[src/rtl/mem_arbiter.sv]
// mem_arbiter: shares one single-port memory between fetch and data requesters,
// one transaction in flight, data priority with a bounded streak against a waiting fetch.
module mem_arbiter #(
  parameter int ADDR_W      = 32,
  parameter int DATA_W      = 32,
  parameter int MAX_DSTREAK = 2
) (
  input  logic                clk_i,
  input  logic                rst_i,
  input  logic                imem_req_i,
  input  logic [ADDR_W-1:0]   imem_addr_i,
  output logic                imem_gnt_o,
  output logic                imem_rvalid_o,
  output logic [DATA_W-1:0]   imem_rdata_o,
  input  logic                dmem_req_i,
  input  logic                dmem_wen_i,
  input  logic [ADDR_W-1:0]   dmem_addr_i,
  input  logic [DATA_W-1:0]   dmem_wdata_i,
  input  logic [DATA_W/8-1:0] dmem_wstrb_i,
  output logic                dmem_gnt_o,
  output logic                dmem_rvalid_o,
  output logic [DATA_W-1:0]   dmem_rdata_o,
  output logic                mem_req_o,
  output logic                mem_wen_o,
  output logic [ADDR_W-1:0]   mem_addr_o,
  output logic [DATA_W-1:0]   mem_wdata_o,
  output logic [DATA_W/8-1:0] mem_wstrb_o,
  input  logic                mem_ready_i,
  input  logic [DATA_W-1:0]   mem_rdata_i
);
  localparam int SW = $clog2(MAX_DSTREAK + 2);
  localparam logic [SW-1:0] SMAX = SW'(MAX_DSTREAK);
  typedef enum logic [1:0] {IDLE, IBUSY, DBUSY} state_t;
  state_t              state_q, state_d;
  logic [SW-1:0]       dstreak_q, dstreak_d;
  logic                wen_q, wen_d;
  logic [ADDR_W-1:0]   addr_q, addr_d;
  logic [DATA_W-1:0]   wdata_q, wdata_d;
  logic [DATA_W/8-1:0] wstrb_q, wstrb_d;
  logic                irvalid_q, irvalid_d;
  logic                drvalid_q, drvalid_d;
  logic [DATA_W-1:0]   irdata_q, irdata_d;
  logic [DATA_W-1:0]   drdata_q, drdata_d;
  logic                idle, fetch_first, done;
  // grants are combinational in IDLE, so reset has to mask them as well
  always_comb begin
    idle        = state_q == IDLE && !rst_i;
    fetch_first = imem_req_i && dstreak_q >= SMAX;
    dmem_gnt_o  = idle && dmem_req_i && !fetch_first;
    imem_gnt_o  = idle && imem_req_i && !dmem_gnt_o;
    done        = state_q != IDLE && mem_ready_i;
    state_d     = dmem_gnt_o ? DBUSY : imem_gnt_o ? IBUSY : done ? IDLE : state_q;
    dstreak_d   = imem_gnt_o ? '0 : !dmem_gnt_o ? dstreak_q : !imem_req_i ? '0 :
                  dstreak_q == SMAX ? dstreak_q : dstreak_q + SW'(1);
    wen_d       = dmem_gnt_o ? dmem_wen_i : imem_gnt_o ? 1'b0 : wen_q;
    addr_d      = dmem_gnt_o ? dmem_addr_i : imem_gnt_o ? imem_addr_i : addr_q;
    wdata_d     = dmem_gnt_o ? dmem_wdata_i : imem_gnt_o ? '0 : wdata_q;
    wstrb_d     = dmem_gnt_o ? dmem_wstrb_i : imem_gnt_o ? '0 : wstrb_q;
    irvalid_d   = done && state_q == IBUSY;
    drvalid_d   = done && state_q == DBUSY;
    irdata_d    = irvalid_d ? mem_rdata_i : irdata_q;
    drdata_d    = drvalid_d ? (wen_q ? '0 : mem_rdata_i) : drdata_q;
  end
  always_ff @(posedge clk_i or posedge rst_i) begin
    if (rst_i) begin
      state_q   <= IDLE;
      dstreak_q <= '0;
      wen_q     <= 1'b0;
      addr_q    <= '0;
      wdata_q   <= '0;
      wstrb_q   <= '0;
      irvalid_q <= 1'b0;
      drvalid_q <= 1'b0;
      irdata_q  <= '0;
      drdata_q  <= '0;
    end else begin
      state_q   <= state_d;
      dstreak_q <= dstreak_d;
      wen_q     <= wen_d;
      addr_q    <= addr_d;
      wdata_q   <= wdata_d;
      wstrb_q   <= wstrb_d;
      irvalid_q <= irvalid_d;
      drvalid_q <= drvalid_d;
      irdata_q  <= irdata_d;
      drdata_q  <= drdata_d;
    end
  end
  assign mem_req_o     = state_q != IDLE;
  assign mem_wen_o     = wen_q;
  assign mem_addr_o    = addr_q;
  assign mem_wdata_o   = wdata_q;
  assign mem_wstrb_o   = wstrb_q;
  assign imem_rvalid_o = irvalid_q;
  assign imem_rdata_o  = irdata_q;
  assign dmem_rvalid_o = drvalid_q;
  assign dmem_rdata_o  = drdata_q;
endmodule

[config.mk]
export PLATFORM = sky130hd
export DESIGN_NAME = mem_arbiter
export DESIGN_NICKNAME = d
export VERILOG_FILES = /design/src/rtl/mem_arbiter.sv
export SDC_FILE = /design/constraint.sdc
export NUM_CORES = 1
export LEC_CHECK = 0
export CAP_MARGIN = 20
export CORE_MARGIN = 8
export CORE_UTILIZATION = 44
export CTS_BUF_LIST = sky130_fd_sc_hd__clkbuf_8
export DETAILED_ROUTE_END_ITERATION = 7
export GPL_TIMING_DRIVEN = 0
export MAX_ROUTING_LAYER = met4
export PLACE_DENSITY = 0.94
export SETUP_SLACK_MARGIN = 0.05
export SYNTH_ARGS = -nofsm -noshare
export SYNTH_HDL_FRONTEND = slang
export SYNTH_SLANG_ARGS = --single-unit
[constraint.sdc]
create_clock -name clk_i -period 6.2 [get_ports clk_i]
set_input_delay 1.86 -clock clk_i [delete_from_list [all_inputs] [get_ports clk_i]]
set_output_delay 1.86 -clock clk_i [all_outputs]
set_load 0.01 [all_outputs]
Word-level counts from Yosys, hierarchy flattened. Index checks and enable logic that the tools add are counted.

Output and inout bits: 138. Register bits: 139. Input port bits: 138. Latch bits: 0. ROM bits: 0. Bits in writable memories: 0. Memories: 0.

Equality and inequality tests: 4. $add $sub $neg: 1. Shift operators: 0. Reductions and logical operators: 17. $mul: 0. Div/mod/pow operators: 0. Bitwise gates (word level): 0. Muxes and demuxes: 16. Order comparisons: 1.

Operators with widths (count): two-way mux 32 bit (5); two-way mux 2 bit (7); logical AND 1 bit (9); two-way mux 4 bit (2); == test 2 bit (second input constant) (2); nonzero test 2 bit (2); zero test 1 bit (3); != test 3 bit (second input constant) (1); nonzero test 3 bit (1); adder 2 x 1 -> 2 bit (second input constant) (1); == test 2 x 1 -> 1 bit (second input constant) (1); >= comparator 2 bit (second input constant) (1); zero test 2 bit (1); two-way mux 1 bit (2); AND reduction 2 bit (1).

Logic depth before layout (Yosys ltp).
Depth in word-level cells: 8. Depth in mapped cells: 7. Mapped depth without buffers: 5.

Worst setup path after synthesis. No wires, ideal clock.

Kind: input to output. Start point: input imem_req_i. End point: output dmem_gnt_o. Buffers on the path: 3. Slack: 1.676 ns. Required time: 4.340 ns. Stages on the path: 5. Data arrival time: 2.664 ns. Cell sequence: buf_2 -> o21ai_1 -> and3_1 -> clkbuf_1 -> buf_2.

Cells in the longest elaborated chain, start to end: 3.

Ends and longest elaborated chain: start: declaration (RTL line 10) `input logic imem_req_i,`; logical AND 1 bit (RTL line 48) `fetch_first = imem_req_i && dstreak_q >= SMAX;`; zero test 1 bit (RTL line 49) `dmem_gnt_o = idle && dmem_req_i && !fetch_first;`; logical AND 1 bit (RTL line 49); end: declaration (RTL line 20) `output logic dmem_gnt_o,`.

No other way between the ends.

Worst setup path in the final report.
Start point: input dmem_req_i. End point: output dmem_gnt_o.

Cells in the longest elaborated chain, start to end: 2.

Ends and longest elaborated chain: start: declaration (RTL line 15) `input logic dmem_req_i,`; logical AND 1 bit (2 in a row) (RTL line 49).

No other way between the ends.

==> impl_metrics.yaml <==
run_status:
  outcome: "complete, no violations"
clocking:
  cts_setup_buffers: 0
  cts-root-buf: "clkbuf_8"
  cts_hold_buf: 0
  clock_path_buffers: 2
  clock-sinks: 139
  clkTransAtPathRegs_ns: 0.08
  worstSkewPairLatency_ns: 0.44
  post_cts_resized: 0
  h-tree-depth: 4
  cts_buffers: 17
  cts_tree: "built"
synth:
  synth_compound_area_share_pct: 20.0
  yosys_warnings: 0
  yosys.area.top_type_share_pct: 55.4
  yosysUniqueCellTypes: 32
  synth-simple-area-share_pct: 12.7
  ys_ff_latch: 139
  seq_area_frac_synth_pct: 55.4
  syn_avg_cell_area_um2: 11.8
  synth_xor_area_share_pct: 0
  syn-cell-area_um2: 6280
  synth_area_leaders: "dfrtp_1 55%, mux2_4 6.9%, a22o_1 5.3%"
  synth-adder-area-share_pct: 0.199
  syn_inst: 534
  yosys-mux-area-fraction_pct: 7.48
  async_reset_ff_share_pct: 100
  yosysTopAreaCell: "dfrtp_1"
  syn_nets: 673
  synth_ff_type: "dfrtp_1"
  synth_edf_count: 0
  synth_top_family_by_area: "compound AO/OA/AOI/OAI gates"
placed_design:
  gp_congestion: 0.849
  io_buffers: 274
  dpl.hpwl_um: 15800
  pre_cts_ws_ns: 0.301
drt:
  drt_iter0_markers: 287
  dr.pass1.iters: 5
  drt_wl_total_um: 20700
  num_vias: 5453
  ant_nets: 0
  wire_per_inst_um: 20.3
  drc: 0
  vias_per_cell: 5.35
final_layout:
  syn2layout_area_growth_pct: 53.7
  drive_above_1_share_pct: 9.52
  fin_nets: 967
  num_antenna_cells: 0
global_routing:
  grt_usage_pct: 22.9
  grt_max_degree: 84
  antenna_found_initial: 0
  grt-ovfl-total: 0
  grt_pass1_wl_um: 31900
  grt_pass1_vias: 5902
power:
  intPower_mw: 2.81
  power_switching_mw: 1.39
  leakagePower_nw: 4.13
  swShare_pct: 33.1
  comb_power_share_pct: 46.3
  power.density_nw_per_um2: 436
  ir_drop_v: 0.000246
  p_seq_share_pct: 37.1
  p_clk_share_pct: 16.7
run:
  drv_cap: 0
timing:
  worst_slew_pin_slew_ns: 0.545
  max_freq_ghz: 0.171
  fin_ws_ns: 0.350
  rsz0062_at_grt: "false"
  setup_viol: 0
  slew_headroom_pct: 63.7
  period_minus_slack_ns: 5.85
  skew_ns: 0.0114
  hold_viol: 0
  fin_crit_sh_pct: 94.4
  setup-tns-final_ns: 0
  finalMaxSlewViolations: 0
setup_path:
  cpMaxStageDelayCell: "clkdlybuf4s50_1"
  arrival_ns: 3.99
  cp-end-kind: "output port"
  criticalPathCategory: "in2out"
  startpoint_type: "primary input"
  cpPeakStageDelay_ns: 0.58
  crit_required_ns: 4.34
  path_cells: "clkdlybuf4s50_1, clkbuf_1, and3_1, clkbuf_1, buf_2, clkdlybuf4s50_1"
  worstPathMaxFanout: 10
floorplan:
  core_um2: 13900
  num_rows: 43
  die_h_um: 135
  initial_utilization_pct: 45.0
  fp.dieW_um: 135
  die-area_um2: 18300
  io_pins: 276
hold_path:
  hold_class: "reg2reg"
==> cells in the final DEF (no fill, tap or decap), drive strengths merged, types with 8 or more instances in the layout <==
master,count
inv,8
buf,16
and2,32
clkinv,8
a22o,38
nand2,33
o32a,32
dfrtp,139
nor2b,33
clkbuf,48
clkdlybuf4s50,274
mux2,32
o21ai,66
a21boi,32
nand2b,32
==> power by group through the flow <==
| stage | registers [mW] | logic (mW) | clock network, mW |
|---|---|---|---|
| 2_1_floorplan | 1.71 | 0.650 | 0 |
| 3_3_place_gp | 1.54 | 1.91 | 0 |
| 3_5_place_dp | 1.56 | 1.96 | 0 |
| 4_1_cts | 1.55 | 1.97 | 0.716 |
| 5_1_grt | 1.60 | 2.08 | 0.749 |
| 6_report | 1.56 | 1.94 | 0.701 |
==> routing by layer <==
metal  vias up  track usage [%]  routed length [um]
li1       2485                -                   -
met1      2690             25.2                8190
met2       238             38.2               10300
met3        40             6.82                1710
met4         0             8.82                 493
met5         -                -                   0
==> state kept, by name (all words and copies together) (netlist names) <==
name and cells:
dmem_rdata_o 32, imem_rdata_o 32, mem_addr_o 32, mem_wdata_o 32, mem_wstrb_o 4, dstreak_q 2, state_q 2, dmem_rvalid_o 1
imem_rvalid_o 1, mem_wen_o 1
==> logic make-up after synthesis <==
family          Yosys count
buf+inv                  52
mux                      32
fa+ha+maj                 1
simple gates            138
compound gates          172
flops                   139
==> worst max-delay path, delay by kind of cell <==
kind | cells | cell delay (ns)
buffers and inverters | 5 | 1.88
AND/OR/NAND/NOR | 1 | 0.25
==> area by class of cell <==
cell class,count,area [um^2]
Inverter,6,27.5
Sequential cell,139,3480
Tap cell,180,225
Clock buffer,17,234
Fill cell,973,4290
Multi-Input combinational cell,343,2530
Buffer,46,240
Clock inverter,14,134
Timing Repair Buffer,275,2770
==> metrics by stage <==
step                      total power [mW]  hold WS [ns]  area (um^2)  std cells  utilization, %
final                                 4.20         0.484         9640       1020            69.2
after global routing                  4.43         0.518         9640       1020            69.2
after CTS                             4.24         0.490         9640       1020            69.2
after detailed placement              3.52         0.471         9280        989            66.6
after global placement                3.45         0.461         9240        988            66.3
after floorplan                       2.37         0.496         6280        534               -
==> worst paths after layout <==
check                                 startpoint          endpoint  slack [ns]  cells past startpoint
worst max-delay path                  dmem_req_i        dmem_gnt_o        0.35                      6
worst min-delay path            dmem_rdata_o[18]  dmem_rdata_o[18]        0.48                      2
worst max register to register      dstreak_q[1]     mem_addr_o[1]        4.15                      5
worst min register to register  dmem_rdata_o[18]  dmem_rdata_o[18]        0.48                      2
max in group asynchronous                  rst_i  dmem_rdata_o[28]        3.44                      3
min in group asynchronous                  rst_i    mem_addr_o[31]        1.94                      2
==> synthesized netlist by cell type (all sizes together), types with 6 or more instances <==
master	instances
a21boi	32
nand2	33
o32a	32
clkbuf	31
and2	32
a22o	38
dfrtp	139
nand2b	32
mux2	32
nor2b	33
o21ai	66
inv	6
buf	15
Power figures use the tool's default switching activity.
==> RTL change 1, RTL diff (config.mk and constraints unchanged) <==
Set the parameter `DATA_W` to 16 (it was 32).
--- a/src/rtl/mem_arbiter.sv
+++ b/src/rtl/mem_arbiter.sv
@@ -3,5 +3,5 @@
 module mem_arbiter #(
   parameter int ADDR_W      = 32,
-  parameter int DATA_W      = 32,
+  parameter int DATA_W      = 16,
   parameter int MAX_DSTREAK = 2
 ) (
Ports: changed (7 resized); port bits go from 276 to 192. The function was not compared with the original's and may differ.
==> RTL change 1 against the original RTL <==
Design area is 32% lower; worst setup slack got worse by 4.4 ps; total power fell by 36%; first-iteration DRC count decreased by 13%; synthesized area is 32% lower; final cell count is 29% lower; synthesized cell count fell by 28%; sequential cell count fell by 50; wire length decreased by 33%; largest cell class unchanged.
==> RTL change 1: results (changes against the original RTL) <==
# nets final 694 (-28%); worst hold path type reg -> reg; DR vias 3904 (-28%); I/O Buffers 190 (-31%); Hold Buf Count CTS 0 (unchanged); GRT Total Usage 0.2165 (-0.01212); H-tree depth 3 (-1); Crit Path Max Fanout 10 (unchanged); DRC violations left 0 (unchanged); 1st-pass router iterations 6 (+1); gp weighted congestion 0.7828 (-7.8%); commonest cells in the netlist dfrtp_1, nor2b_1; Yosys Warn Count 0 (unchanged); status completed; routed len/inst 19.14 microns (-5.7%); Fillers 708 (-27%); # diodes 0 (unchanged); dpl cells 711 (-28%); root buf cell clkbuf_8; initial drt markers 250 (-13%); CTS clk-pin slew, worst paths 80 ps (about the same); first-pass GRT wire length 21820 microns (-32%); sw frac 0.3377 (+0.007090); DP HPWL 10820 microns (-31%); cts repair resizes 0 (unchanged); vias in the first global route 4221 (-28%); Distinct cells, synth 29 (-9.4%); CP arrival 3990 ps (about the same); Leak Pwr 2.663 nW (-35%); synth top area cells dfrtp_1, o32a_1, a21boi_0; pin count of the biggest net entering global routing 48 (-43%); cell accounting for the most synthesized area dfrtp_1; Synth Net Count 492 (-27%); setup bufs post-CTS 0 (unchanged); clk_lat worst skew 350 ps (-90 ps); sequential element share of the synthesized area 0.5212 (-0.03300); maximum VDD drop 0.1909 mV (-22%); initial antenna violation count 0 (unchanged); average size of a mapped cell 11.04 sq um (-6.1%); clock buffer depth 2 (unchanged); relative slew slack 0.6418 (+0.004993); Final Skew 6.890 ps (-4.546 ps); fraction of registers with async set/reset 1.000 (unchanged); layout cells sized above 1 0.08418 (-0.01106); max reg flops 32; via density per instance 5.370 (+0.45%); CTS buffer count 9 (-8)
-- RTL change 1: changes by cell type after synthesis, sizes merged, moves of 2 or more --
cell,change
a22o,-18
buf,-2
clkbuf,-12
dfrtp,-50
mux2,-16
nand2,-16
nand2b,-16
o21ai,-16
-- RTL change 1: metal layers --
| layer | vias to the layer above | GRT usage | part of all wire | wire length, microns |
|---|---|---|---|---|
| li1 | 1797 | - | - | - |
| met1 | 1941 | 0.2527 | 0.41 | 5764 |
| met2 | 146 | 0.3587 | 0.51 | 7141 |
| met3 | 20 | 0.04958 | 0.053 | 734 |
| met4 | 0 | 0.07720 | 0.020 | 278 |
| met5 | - | - | 0 | 0 |
-- RTL change 1: kinds of logic (layout without fill, tap and decap cells) --
kind of cell,count (synthesis),count (layout),synth area share
multiplexers,16,16,0.04217
AND/OR/NAND/NOR,106,106,0.1508
buffers and inverters,37,244,0.04363
flip-flops,89,89,0.5212
adder cells (fa/ha/maj),1,1,0.002928
AO/OA/AOI/OAI,138,138,0.2392
-- RTL change 1: worst paths after layout --
| path | cells past startpoint | slack [ps] | startpoint | end |
|---|---|---|---|---|
| max reg2reg | 5 | 4180 | dstreak_q[1] | mem_addr_o[11] |
| min in group asynchronous | 2 | 1990 | rst_i | mem_wdata_o[10] |
| min | 2 | 490 | dmem_rdata_o[5] | dmem_rdata_o[5] |
| min reg2reg | 2 | 490 | dmem_rdata_o[5] | dmem_rdata_o[5] |
| max in group asynchronous | 3 | 3570 | rst_i | mem_addr_o[23] |
| max | 5 | 350 | dmem_req_i | imem_gnt_o |
-- RTL change 1: metrics by stage --
step                      worst slack [ps]  instance area, sq um  hold slack, ps  utilization
after floorplan                       1752                  4273           496.4            -
after global placement               370.5                  6341           464.8       0.6609
after detailed placement             352.0                  6371           470.6       0.6641
after CTS                            348.3                  6566           490.0       0.6844
after global routing                 234.1                  6566           505.8       0.6844
final                                345.5                  6566           490.4       0.6844
-- RTL change 1: power by group through the flow --
stage | clock network [W] | registers, W | logic, W
6_report | 0.000403 | 0.00100 | 0.00128
5_1_grt | 0.000435 | 0.00103 | 0.00136
4_1_cts | 0.000410 | 0.00100 | 0.00129
3_5_place_dp | 0 | 0.00101 | 0.00129
3_3_place_gp | 0 | 0.000993 | 0.00124
2_1_floorplan | 0 | 0.00111 | 0.000428
-- RTL change 1: final cells by class --
cell class / instances / share of cell area
Buffer: 32 / 0.02553
Timing Repair Buffer: 191 / 0.2938
Tap cell: 133 / 0.02534
Multi-Input combinational cell: 261 / 0.2832
Sequential cell: 89 / 0.3392
Clock buffer: 9 / 0.01886
Clock inverter: 7 / 0.01086
Inverter: 5 / 0.003239
-- RTL change 1: worst max-delay path, cell delays in order --
cell,delay (ps)
clkdlybuf4s50_1,610
nor3b_2,480
clkbuf_1,410
nor2_1,100
clkdlybuf4s50_1,520
==> RTL change 2, RTL diff (config.mk and constraints unchanged) <==
Made on the original files. Re-encode `state_t` (3 states) as one-hot, 3 bits wide.
--- a/src/rtl/mem_arbiter.sv
+++ b/src/rtl/mem_arbiter.sv
@@ -31,5 +31,5 @@
   localparam int SW = $clog2(MAX_DSTREAK + 2);
   localparam logic [SW-1:0] SMAX = SW'(MAX_DSTREAK);
-  typedef enum logic [1:0] {IDLE, IBUSY, DBUSY} state_t;
+  typedef enum logic [2:0] {IDLE = 3'b001, IBUSY = 3'b010, DBUSY = 3'b100} state_t;
   state_t              state_q, state_d;
   logic [SW-1:0]       dstreak_q, dstreak_d;
Check against the original RTL: same outputs for any inputs over 10 cycles, from zero or initial values and one cycle with rst_i high; not proved beyond that.
==> RTL change 2 against the original RTL <==
Total power grew 1.4%; clock power grew 12%; wire length shrank 4.8%; first-iteration DRC count shrank 16%; sequential cell count grew 1; non-clock buffer count shrank 3; worst setup slack gained 26 ps; synthesized area shrank 8.3%; synthesized cell count shrank 18%; design area shrank 4.5%; register-to-register slack gained 140 ps; final cell count shrank 10%; critical path type unchanged.
==> RTL change 2: results (changes against the original RTL) <==
first-pass GRT wire length 30170 microns (-5.3%); I/O Buffers 275 (+0.36%); dpl cells 885 (-11%); final hold slack 481.5 ps (-2.479 ps); 1st-pass router iterations 6 (+1); CP arrival 3960 ps (-30 ps); hold_sp dmem_rdata_o[26]; maximum VDD drop 0.2361 mV (-3.9%); via density per instance 5.431 (+1.6%); DP HPWL 14910 microns (-5.5%); Synth Area in Adders 0.002173 (+0.0001798); routed len/inst 21.50 microns (+5.9%); CP Launch Point imem_req_i; sequential element share of the synthesized area 0.6088 (+0.05455); sw frac 0.3226 (-0.007947); Seq area share 0.3804 (+0.01970); Final Skew 9.698 ps (-1.739 ps); status completed; tap cells 172 (-4.4%); metal2 WL 10000 microns (-3.1%); Post-DP Area 8785 sq um (-5.3%); Fillers 856 (-12%); layout cells sized above 1 0.1302 (+0.03496); pwr/cell area 462.4 nW/um^2 (+6.1%); GRT Total Usage 0.2407 (+0.01210); gp weighted congestion 0.8510 (+0.25%); commonest cells in the netlist dfrtp_1, a22o_1, o21ai_0; worst setup path endpoint imem_gnt_o; buffers outside the clock class 318 (-0.93%); post-synthesis mux area share 0.06433 (-0.01043); wl on met1 7612 microns (-7.1%); ClkCell Share 0.04658 (+0.008436); area delta synth->final 60.05%; fin worst setup slack 375.6 ps (+25.72 ps); register share of total power 0.363 (-0.008); Non-clock buffering overhead 0.3326 (+0.02042); Synth Register Bits 140 (+0.72%); Clock Buffer Count 20 (+3); worst hold endpoint dmem_rdata_o[26]; detailed-route wire length 19710 microns (-4.8%)
## RTL change 2: cell types whose count changed after synthesis, sizes merged, moves of 3 or more
cell,delta
o32a,-32
nor2b,-32
clkbuf,-16
nor2,+3
o21ai,-31
a21boi,-32
buf,+11
o221a,+32
nand4b,+32
and2,-32
## RTL change 2: metal layers
| metal | GRT usage | vias up |
|---|---|---|
| li1 | - | 2206 |
| met1 | 0.2620 | 2498 |
| met2 | 0.4028 | 226 |
| met3 | 0.07010 | 50 |
| met4 | 0.1101 | 0 |
| met5 | - | - |
## RTL change 2: tightest hold or removal path: cells and delay by family (launching register included)
kind,cells,cell delay (ps)
AO/OA/AOI/OAI,1,60
flip-flops,1,350
AND/OR/NAND/NOR,1,40
## RTL change 2: kinds of logic after synthesis
kind of cell / count (synthesis)
flip-flops: 140
multiplexers: 33
buffers and inverters: 46
AO/OA/AOI/OAI: 107
AND/OR/NAND/NOR: 109
adder cells (fa/ha/maj): 1
